`src/rtl/mem_arb_pkg.sv`:
```
// mem_arb_pkg: shared types and constants for the memory port arbiter.
//   req_id_e   - requester id driven by the grant logic
//   rd_tag_t   - one read-tracking stage {valid, dest}
//   DEF_*      - default memory geometry
package mem_arb_pkg;

  localparam int DEF_ADDR_W = 11;
  localparam int DEF_DATA_W = 32;

  typedef enum logic [1:0] {
    REQ_NONE = 2'd0,
    REQ_IF   = 2'd1,
    REQ_LD   = 2'd2,
    REQ_ST   = 2'd3
  } req_id_e;

  // dest selects which read port receives the returning data
  localparam logic DEST_IF = 1'b0;
  localparam logic DEST_LD = 1'b1;

  typedef struct packed {
    logic valid;
    logic dest;
  } rd_tag_t;

endpackage

```
`src/rtl/mem_port_arbiter_rd_tag_pipe.sv`:
```
// rd_tag_pipe: shift register of read tags that follows each read command
// through the memory so the returning word can be steered to its requester.
//   clk, resetn - clock, asynchronous active-low clear (drops reads in flight)
//   tag_in      - tag of the command being registered this edge
//   tag_last    - tag aligned with the cycle in which mem_rdata is valid
module rd_tag_pipe
  import mem_arb_pkg::*;
#(
  parameter int RD_LAT = 1
) (
  input  logic    clk,
  input  logic    resetn,
  input  rd_tag_t tag_in,
  output rd_tag_t tag_last
);

  // Stage 0 is loaded on the same edge as mem_en, so it is aligned with the
  // command cycle; RD_LAT further shifts line it up with mem_rdata.
  localparam int DEPTH = RD_LAT + 1;

  rd_tag_t stage_q [DEPTH];

  always_ff @(posedge clk or negedge resetn) begin
    if (!resetn) begin
      for (int i = 0; i < DEPTH; i++) stage_q[i] <= '0;
    end else begin
      stage_q[0] <= tag_in;
      for (int i = 1; i < DEPTH; i++) stage_q[i] <= stage_q[i-1];
    end
  end

  assign tag_last = stage_q[DEPTH-1];

endmodule

```
`src/rtl/mem_port_arbiter.sv`:
```
// mem_port_arbiter: shares one single-port memory between instruction fetch
// (IF), load (LD) and store (ST). One combinational grant per cycle, a
// registered memory command, and a tag pipeline routing read data back.
//
// Ports:
//   clk, resetn                      clock, async active-low reset
//   if_req/if_addr/if_gnt            fetch request, address, accept
//   if_rvalid/if_rdata               fetch return
//   ld_req/ld_addr/ld_gnt            load request, address, accept
//   ld_rvalid/ld_rdata               load return
//   st_req/st_addr/st_wdata/st_gnt   store request and accept
//   mem_en/mem_we/mem_addr/mem_wdata registered memory command
//   mem_rdata                        memory data, RD_LAT cycles after mem_en
//   stall_pipe                       fetch requesting but not granted
//   perf_*_cnt                       grant/conflict counters
//
// Optional feature: define MEM_ARB_PERF_CNT_EN to build the saturating
// performance counters; otherwise the perf outputs are tied to zero.
//
// Handshake: a requester raises req with address/data and holds them stable
// until gnt is seen high in the same cycle; that cycle is the transfer.
// Dropping req before gnt simply withdraws the request. Read data returns
// RD_LAT+1 cycles after gnt with a one-cycle rvalid pulse and no back-pressure.
module mem_port_arbiter
  import mem_arb_pkg::*;
#(
  parameter int ADDR_W     = DEF_ADDR_W,
  parameter int DATA_W     = DEF_DATA_W,
  parameter int RD_LAT     = 1,
  parameter int STARVE_MAX = 4
) (
  input  logic              clk,
  input  logic              resetn,
  input  logic              if_req,
  input  logic [ADDR_W-1:0] if_addr,
  output logic              if_gnt,
  output logic              if_rvalid,
  output logic [DATA_W-1:0] if_rdata,
  input  logic              ld_req,
  input  logic [ADDR_W-1:0] ld_addr,
  output logic              ld_gnt,
  output logic              ld_rvalid,
  output logic [DATA_W-1:0] ld_rdata,
  input  logic              st_req,
  input  logic [ADDR_W-1:0] st_addr,
  input  logic [DATA_W-1:0] st_wdata,
  output logic              st_gnt,
  output logic              mem_en,
  output logic              mem_we,
  output logic [ADDR_W-1:0] mem_addr,
  output logic [DATA_W-1:0] mem_wdata,
  input  logic [DATA_W-1:0] mem_rdata,
  output logic              stall_pipe,
  output logic [15:0]       perf_if_cnt,
  output logic [15:0]       perf_ld_cnt,
  output logic [15:0]       perf_st_cnt,
  output logic [15:0]       perf_conf_cnt
);

  req_id_e    win;
  logic [3:0] starve_q;
  logic       promote;
  rd_tag_t    tag_in;
  rd_tag_t    tag_last;

  // Once fetch has lost STARVE_MAX cycles in a row it jumps to the front.
  assign promote = (starve_q == 4'(STARVE_MAX));

  always_comb begin
    win = REQ_NONE;
    if (promote) begin
      if (if_req)      win = REQ_IF;
      else if (st_req) win = REQ_ST;
      else if (ld_req) win = REQ_LD;
    end else begin
      if (st_req)      win = REQ_ST;
      else if (ld_req) win = REQ_LD;
      else if (if_req) win = REQ_IF;
    end
  end

  assign if_gnt     = (win == REQ_IF);
  assign ld_gnt     = (win == REQ_LD);
  assign st_gnt     = (win == REQ_ST);
  assign stall_pipe = if_req & ~if_gnt;

  always_ff @(posedge clk or negedge resetn) begin
    if (!resetn) begin
      starve_q <= '0;
    end else if (stall_pipe) begin
      if (!promote) starve_q <= starve_q + 4'd1;
    end else begin
      starve_q <= '0;
    end
  end

  // Command register: address/wdata hold when idle so the bus stays quiet.
  always_ff @(posedge clk or negedge resetn) begin
    if (!resetn) begin
      mem_en    <= 1'b0;
      mem_we    <= 1'b0;
      mem_addr  <= '0;
      mem_wdata <= '0;
    end else begin
      mem_en <= (win != REQ_NONE);
      mem_we <= (win == REQ_ST);
      case (win)
        REQ_IF: mem_addr <= if_addr;
        REQ_LD: mem_addr <= ld_addr;
        REQ_ST: begin
          mem_addr  <= st_addr;
          mem_wdata <= st_wdata;
        end
        default: ;
      endcase
    end
  end

  assign tag_in.valid = if_gnt | ld_gnt;
  assign tag_in.dest  = ld_gnt ? DEST_LD : DEST_IF;

  rd_tag_pipe #(.RD_LAT(RD_LAT)) u_tag_pipe (
    .clk      (clk),
    .resetn   (resetn),
    .tag_in   (tag_in),
    .tag_last (tag_last)
  );

  assign if_rvalid = tag_last.valid & (tag_last.dest == DEST_IF);
  assign ld_rvalid = tag_last.valid & (tag_last.dest == DEST_LD);
  assign if_rdata  = mem_rdata;
  assign ld_rdata  = mem_rdata;

`ifdef MEM_ARB_PERF_CNT_EN
  logic [15:0] perf_if_q, perf_ld_q, perf_st_q, perf_conf_q;
  logic        conflict;

  assign conflict = (if_req & ld_req) | (if_req & st_req) | (ld_req & st_req);

  always_ff @(posedge clk or negedge resetn) begin
    if (!resetn) begin
      perf_if_q   <= '0;
      perf_ld_q   <= '0;
      perf_st_q   <= '0;
      perf_conf_q <= '0;
    end else begin
      if (if_gnt && perf_if_q != 16'hFFFF)     perf_if_q   <= perf_if_q + 16'd1;
      if (ld_gnt && perf_ld_q != 16'hFFFF)     perf_ld_q   <= perf_ld_q + 16'd1;
      if (st_gnt && perf_st_q != 16'hFFFF)     perf_st_q   <= perf_st_q + 16'd1;
      if (conflict && perf_conf_q != 16'hFFFF) perf_conf_q <= perf_conf_q + 16'd1;
    end
  end

  assign perf_if_cnt   = perf_if_q;
  assign perf_ld_cnt   = perf_ld_q;
  assign perf_st_cnt   = perf_st_q;
  assign perf_conf_cnt = perf_conf_q;
`else
  assign perf_if_cnt   = '0;
  assign perf_ld_cnt   = '0;
  assign perf_st_cnt   = '0;
  assign perf_conf_cnt = '0;
`endif

endmodule
```
`config.mk`:
```
export PLATFORM = sky130hd
export DESIGN_NAME = mem_port_arbiter
export DESIGN_NICKNAME = d
export VERILOG_FILES = /design/src/rtl/mem_arb_pkg.sv /design/src/rtl/mem_port_arbiter_rd_tag_pipe.sv /design/src/rtl/mem_port_arbiter.sv
export SDC_FILE = /design/constraint.sdc
export NUM_CORES = 1
export LEC_CHECK = 0
export CAP_MARGIN = 20
export CORE_AREA = 3 3 108 110
export DETAILED_ROUTE_END_ITERATION = 10
export DIE_AREA = 0 0 111 113
export HOLD_SLACK_MARGIN = 0.12
export PLACE_DENSITY_LB_ADDON = 0.25
export SETUP_SLACK_MARGIN = 0.02
export SKIP_LAST_GASP = 1
export SYNTH_ARGS = -nofsm -noshare
export SYNTH_HDL_FRONTEND = slang
export SYNTH_SLANG_ARGS = --single-unit
```
`constraint.sdc`:
```
create_clock -name clk -period 6.7 [get_ports clk]
set_clock_uncertainty 0.2 [all_clocks]
set_input_delay 2.01 -clock clk [delete_from_list [all_inputs] [get_ports clk]]
set_output_delay 2.01 -clock clk [all_outputs]
set_load 0.005 [all_outputs]
```
==> impl_metrics.json, run 1 <==
{
  "status": "complete, no violations",
  "setup_viol": 0,
  "fin_ws_ns": 0.583,
  "vias": 2072,
  "avgSynthCellArea_sq_um": 10.9,
  "startpoint_type": "input pin",
  "drt-total-wl_mm": 7.02,
  "endpoint_kind": "output pin",
  "synth-seq-cells": 53,
  "synth-edff-count": 0,
  "rows": 38,
  "root_buffer": "clkbuf_8",
  "postSynthCellCount": 304,
  "cts_resized": 0,
  "total_power_mw": 0.828,
  "yosys.area_share.simple_pct": 7.82,
  "synth-xor-area-share_pct": 0,
  "postSynth.asyncResetShare_pct": 100,
  "pre_cts_ws_ns": 0.600,
  "maxCapViolCount": 0,
  "finalCritPeriodShare_pct": 91.3,
  "tightest_slew_ns": 0.692,
  "hold_class": "register to register",
  "p_int_mw": 0.602,
  "reg2reg_slack_ns": 3.88,
  "area_growth_pct": 21.3,
  "clk_latency_ns": 0.30,
  "cp.required_ns": 4.49,
  "synth_warnings": 0,
  "antenna_found_initial": 0,
  "boundaryPins": 281,
  "rsz0062_at_grt": "no",
  "ff2ff_path_depth": 8,
  "fin_crit_ns": 6.12,
  "timing.rr.end": "mem_addr[10]",
  "netlist_area_sq_um": 3310,
  "hold_violations": 0,
  "cts_num_sinks": 53,
  "cts-hold-fix-buffers": 0,
  "r2r-start": "starve_q[0]",
  "combinationalPowerShare_pct": 29.4,
  "dieHeight_um": 113,
  "htreeDepth": 2,
  "power_density_nw_per_um2": 206,
  "drtIter0Drc": 64,
  "synth_compound_area_share_pct": 6.12,
  "holdPathStages": 0,
  "critPathMaxFanout": 11,
  "slew_violations": 0,
  "grt_pass1_wl_mm": 10.9,
  "drtAntennaViolNets": 0,
  "p_seq_share_pct": 47.0,
  "clk_pin_slew_ns": 0.10,
  "hold_end": "u_tag_pipe.tag_last[1]",
  "antennaDiodeCount": 0,
  "ys_seq_area_share_pct": 40.1,
  "utilization_pct": 37.2,
  "setup.worst_path.class": "input pin to output pin",
  "portBuffers": 120,
  "layout-drive-gt1-share_pct": 13.4,
  "viasPerCell": 4.15,
  "setup_tns_ns": 0,
  "arrival_ns": 3.91,
  "grt_overflow": 0,
  "max_freq_mhz": 163,
  "drt_pass1_iterations": 4,
  "final_cell_count_no_fill": 499,
  "leakage_nw": 1.72,
  "grt_max_degree": 56,
  "hold_start": "u_tag_pipe.stage_q[3]",
  "first_global_vias": 2052,
  "swShare_pct": 27.3,
  "numCtsBuffers": 5,
  "final_cell_mix": "clkdlybuf4s50_1, conb_1, dfrtp_1",
  "netSwitchingPower_mw": 0.226,
  "nets": 466,
  "cts_setup_buffers": 0,
  "pwr-share-clk_pct": 23.6,
  "placed_cells": 491,
  "synthMuxAreaShare_pct": 11.8,
  "synth_top_family_by_area": "buffers and inverters",
  "cts_buffer_depth": 2,
  "gp_congestion": 0.687,
  "wl_per_cell_um": 14.1,
  "start_util_pct": 30.7,
  "die_w_um": 111,
  "drc": 0,
  "ir_drop_mv": 0.0862,
  "fp.dieArea_sq_um": 12500,
  "grt_usage_pct": 10.7,
  "coreArea_sq_um": 10800,
  "cts_tree": "yes",
  "synth_cell_types": 29,
  "max_slew_margin_pct": 53.8,
  "ys.flop_type": "dfrtp_1",
  "synth_fa_ha_area_share_pct": 2.27,
  "post-dp-hpwl_mm": 5.15,
  "final_common_cell": "clkdlybuf4s50_1"
}
## state kept, by name, indices dropped and copies added (netlist names)
register             flops
mem_wdata               32
mem_addr                11
starve_q                 4
u_tag_pipe.stage_q       2
u_tag_pipe.tag_last      2
mem_en                   1
mem_we                   1
## worst max-delay path by stage
stage	startpoint	endpoint
6_report	if_req	stall_pipe
3_5_place_dp	if_req	stall_pipe
2_1_floorplan	if_req	stall_pipe
4_1_cts	if_req	stall_pipe
3_3_place_gp	if_req	stall_pipe
5_1_grt	if_req	stall_pipe
## per-stage QoR
stage / hold slack [ns] / instance area, sq um
2_1_floorplan: 0.131 / 3550
3_3_place_gp: 0.133 / 3910
3_5_place_dp: 0.136 / 3920
4_1_cts: 0.158 / 4020
5_1_grt: 0.161 / 4020
6_report: 0.158 / 4020
## synthesized netlist by cell type, types with 3 or more instances
library cell,count,area (sq um)
mux2_2,32,360
a22oi_1,11,82.6
ha_1,6,75.1
o211ai_1,11,82.6
buf_4,134,1010
mux2i_1,3,30.0
clkbuf_1,3,11.3
or4b_1,12,120
nand3b_1,4,30.0
inv_1,4,15.0
nor2b_1,3,18.8
nand2_1,12,45.0
dfrtp_1,53,1330
## final cells by class
cell class,count,area [sq um]
flip-flops and latches,53,1330
repair buffers,124,1230
clock inverters,3,26.3
clock buffers,5,68.8
inverters,4,15.0
fillers,1098,6780
multi-input cells,170,1170
well taps,140,175
## power groups by stage
stage | clock [mW] | sequential (mW) | combinational, mW
2_1_floorplan | 0 | 0.398 | 0.145
3_3_place_gp | 0 | 0.394 | 0.245
3_5_place_dp | 0 | 0.396 | 0.247
4_1_cts | 0.211 | 0.390 | 0.248
5_1_grt | 0.223 | 0.396 | 0.265
6_report | 0.196 | 0.389 | 0.244
## per-layer routing
layer	part of all wire (%)	wire length (um)	GRT usage, %
met1	41	2850	12.6
met2	47	3320	18.0
met3	9.8	686	3.69
met4	2.2	157	4.35
met5	0	0	0
## logic make-up (layout without fill, tap and decap cells)
| group | after synthesis | after routing |
|---|---|---|
| AO/OA/AOI/OAI | 27 | 27 |
| adder cells (fa/ha/maj) | 6 | 6 |
| buffers and inverters | 144 | 136 |
| flip-flops | 53 | 53 |
| multiplexers | 35 | 35 |
| other | 1 | 64 |
| AND/OR/NAND/NOR | 38 | 38 |
## worst max-delay path: stages
cell	delay [ns]
clkdlybuf4s50_1	0.58
o22a_1	0.31
ha_1	0.28
nor2b_1	0.19
clkdlybuf4s50_1	0.53
(Power assumes the default switching activity.)
==> run 2, diff against run 1 <==
- CAP_MARGIN: 20 -> not set
==> impl_metrics.json, run 2 (synthesized netlist as in run 1, its figures left out) <==
{
  "grt_usage_pct": 10.4,
  "drt_pass1_iterations": 4,
  "setup_tns_ns": 0,
  "whs_ns": 0.156,
  "hold_violations": 0,
  "r2r-start": "starve_q[0]",
  "first_global_vias": 1930,
  "final_cell_mix": "clkdlybuf4s50_1, conb_1, dfrtp_1",
  "max_slew_margin_pct": 27.0,
  "ff2ff_path_depth": 7,
  "maxCapViolCount": 0,
  "slew_violations": 0,
  "antennaDiodeCount": 0,
  "clk_latency_ns": 0.30,
  "cts_resized": 0,
  "leakage_nw": 1.70,
  "drtAntennaViolNets": 0,
  "start_util_pct": 30.7,
  "area_growth_pct": 20.8,
  "ir_drop_mv": 0.0796,
  "root_buffer": "clkbuf_8",
  "drc": 0,
  "crit_chain": "clkdlybuf4s50_1, o22a_1, ha_1, nor2b_1, clkdlybuf4s50_1",
  "largestRegisters": "mem_wdata (32), mem_addr (11), starve_q (4)",
  "critPathMaxFanout": 11,
  "holdPathStages": 0,
  "drtIter0Drc": 53,
  "rows": 38,
  "cts_buffer_depth": 2,
  "grt_overflow": 0,
  "critPathMaxStageDelay_ns": 0.57,
  "hold_start": "u_tag_pipe.stage_q[2]",
  "hold_end": "u_tag_pipe.tag_last[0]",
  "htreeDepth": 2,
  "fp.dieArea_sq_um": 12500,
  "regMostFlops": "mem_wdata",
  "setup_viol": 0,
  "vias": 2059,
  "largest_reg_flops": 32,
  "max_freq_mhz": 164,
  "gp_congestion": 0.687,
  "critPathSlowestCell": "clkdlybuf4s50_1",
  "post-dp-hpwl_mm": 5.05,
  "layout-drive-gt1-share_pct": 13.1,
  "status": "complete, no violations",
  "cts_num_sinks": 53,
  "rsz0062_at_grt": "no",
  "tightest_slew_ns": 1.10,
  "fin_crit_ns": 6.08,
  "placed_cells": 490,
  "drt-total-wl_mm": 6.90,
  "viasPerCell": 4.13,
  "setup.worst_path.class": "input pin to output pin",
  "power_density_nw_per_um2": 205,
  "coreArea_sq_um": 10800,
  "clk_pin_slew_ns": 0.10,
  "finalCritPeriodShare_pct": 90.8,
  "startpoint_type": "input pin",
  "wl_per_cell_um": 13.9,
  "reg2reg_slack_ns": 3.79,
  "cts_setup_buffers": 0,
  "dieHeight_um": 113,
  "hold_class": "register to register",
  "timing.rr.end": "mem_addr[2]",
  "portBuffers": 120,
  "grt_max_degree": 56,
  "endpoint_kind": "output pin",
  "grt_pass1_wl_mm": 10.4,
  "final_common_cell": "clkdlybuf4s50_1",
  "final_cell_count_no_fill": 498,
  "cts-hold-fix-buffers": 0,
  "arrival_ns": 3.87,
  "antenna_found_initial": 0,
  "cp.required_ns": 4.49,
  "numCtsBuffers": 5,
  "nets": 465,
  "cpMostUsedCell": "clkdlybuf4s50_1",
  "cts_tree": "yes",
  "boundaryPins": 281,
  "die_w_um": 111
}
[run 2: power by group]
part | switching (mW) | internal (mW)
Clock | 0.112 | 0.0757
Sequential | 0.0230 | 0.366
Combinational | 0.0849 | 0.158
[run 2: final cells by class]
type,instances,area (sq um)
fillers,1095,6790
flip-flops and latches,53,1330
repair buffers,123,1220
multi-input cells,170,1170
well taps,140,175
clock buffers,5,68.8
clock inverters,3,25.0
inverters,4,15.0
[run 2: metrics by stage]
step | cell area, sq um | power, mW | util (%) | setup WS, ns
final | 4000 | 0.819 | 37.1 | 0.619
after global routing | 4000 | 0.874 | 37.1 | 0.459
after CTS | 4000 | 0.840 | 37.1 | 0.601
after detailed placement | 3910 | 0.643 | 36.2 | 0.603
after global placement | 3910 | 0.639 | 36.2 | 0.636
after floorplan | 3550 | 0.543 | - | 1.68
[run 2: worst max-delay path, delay by kind of cell]
kind / cells / cell delay, ns
buffers and inverters: 2 / 1.09
AOI/OAI and AO/OA: 1 / 0.31
adders and majority gates: 1 / 0.28
and+or+nand+nor: 1 / 0.18
[run 2: how the worst max path moves through the flow]
stage                start         end
floorplan           if_req  stall_pipe
CTS                 if_req  stall_pipe
finish              if_req  stall_pipe
detailed placement  if_req  stall_pipe
global route        if_req  stall_pipe
global placement    if_req  stall_pipe
[run 2: routing by layer]
metal	wire length [um]	GRT usage (%)	vias up
met1	2690	12.1	965
met5	0	0	-
met2	3350	17.6	133
met3	712	3.85	23
li1	-	-	938
met4	146	4.02	0
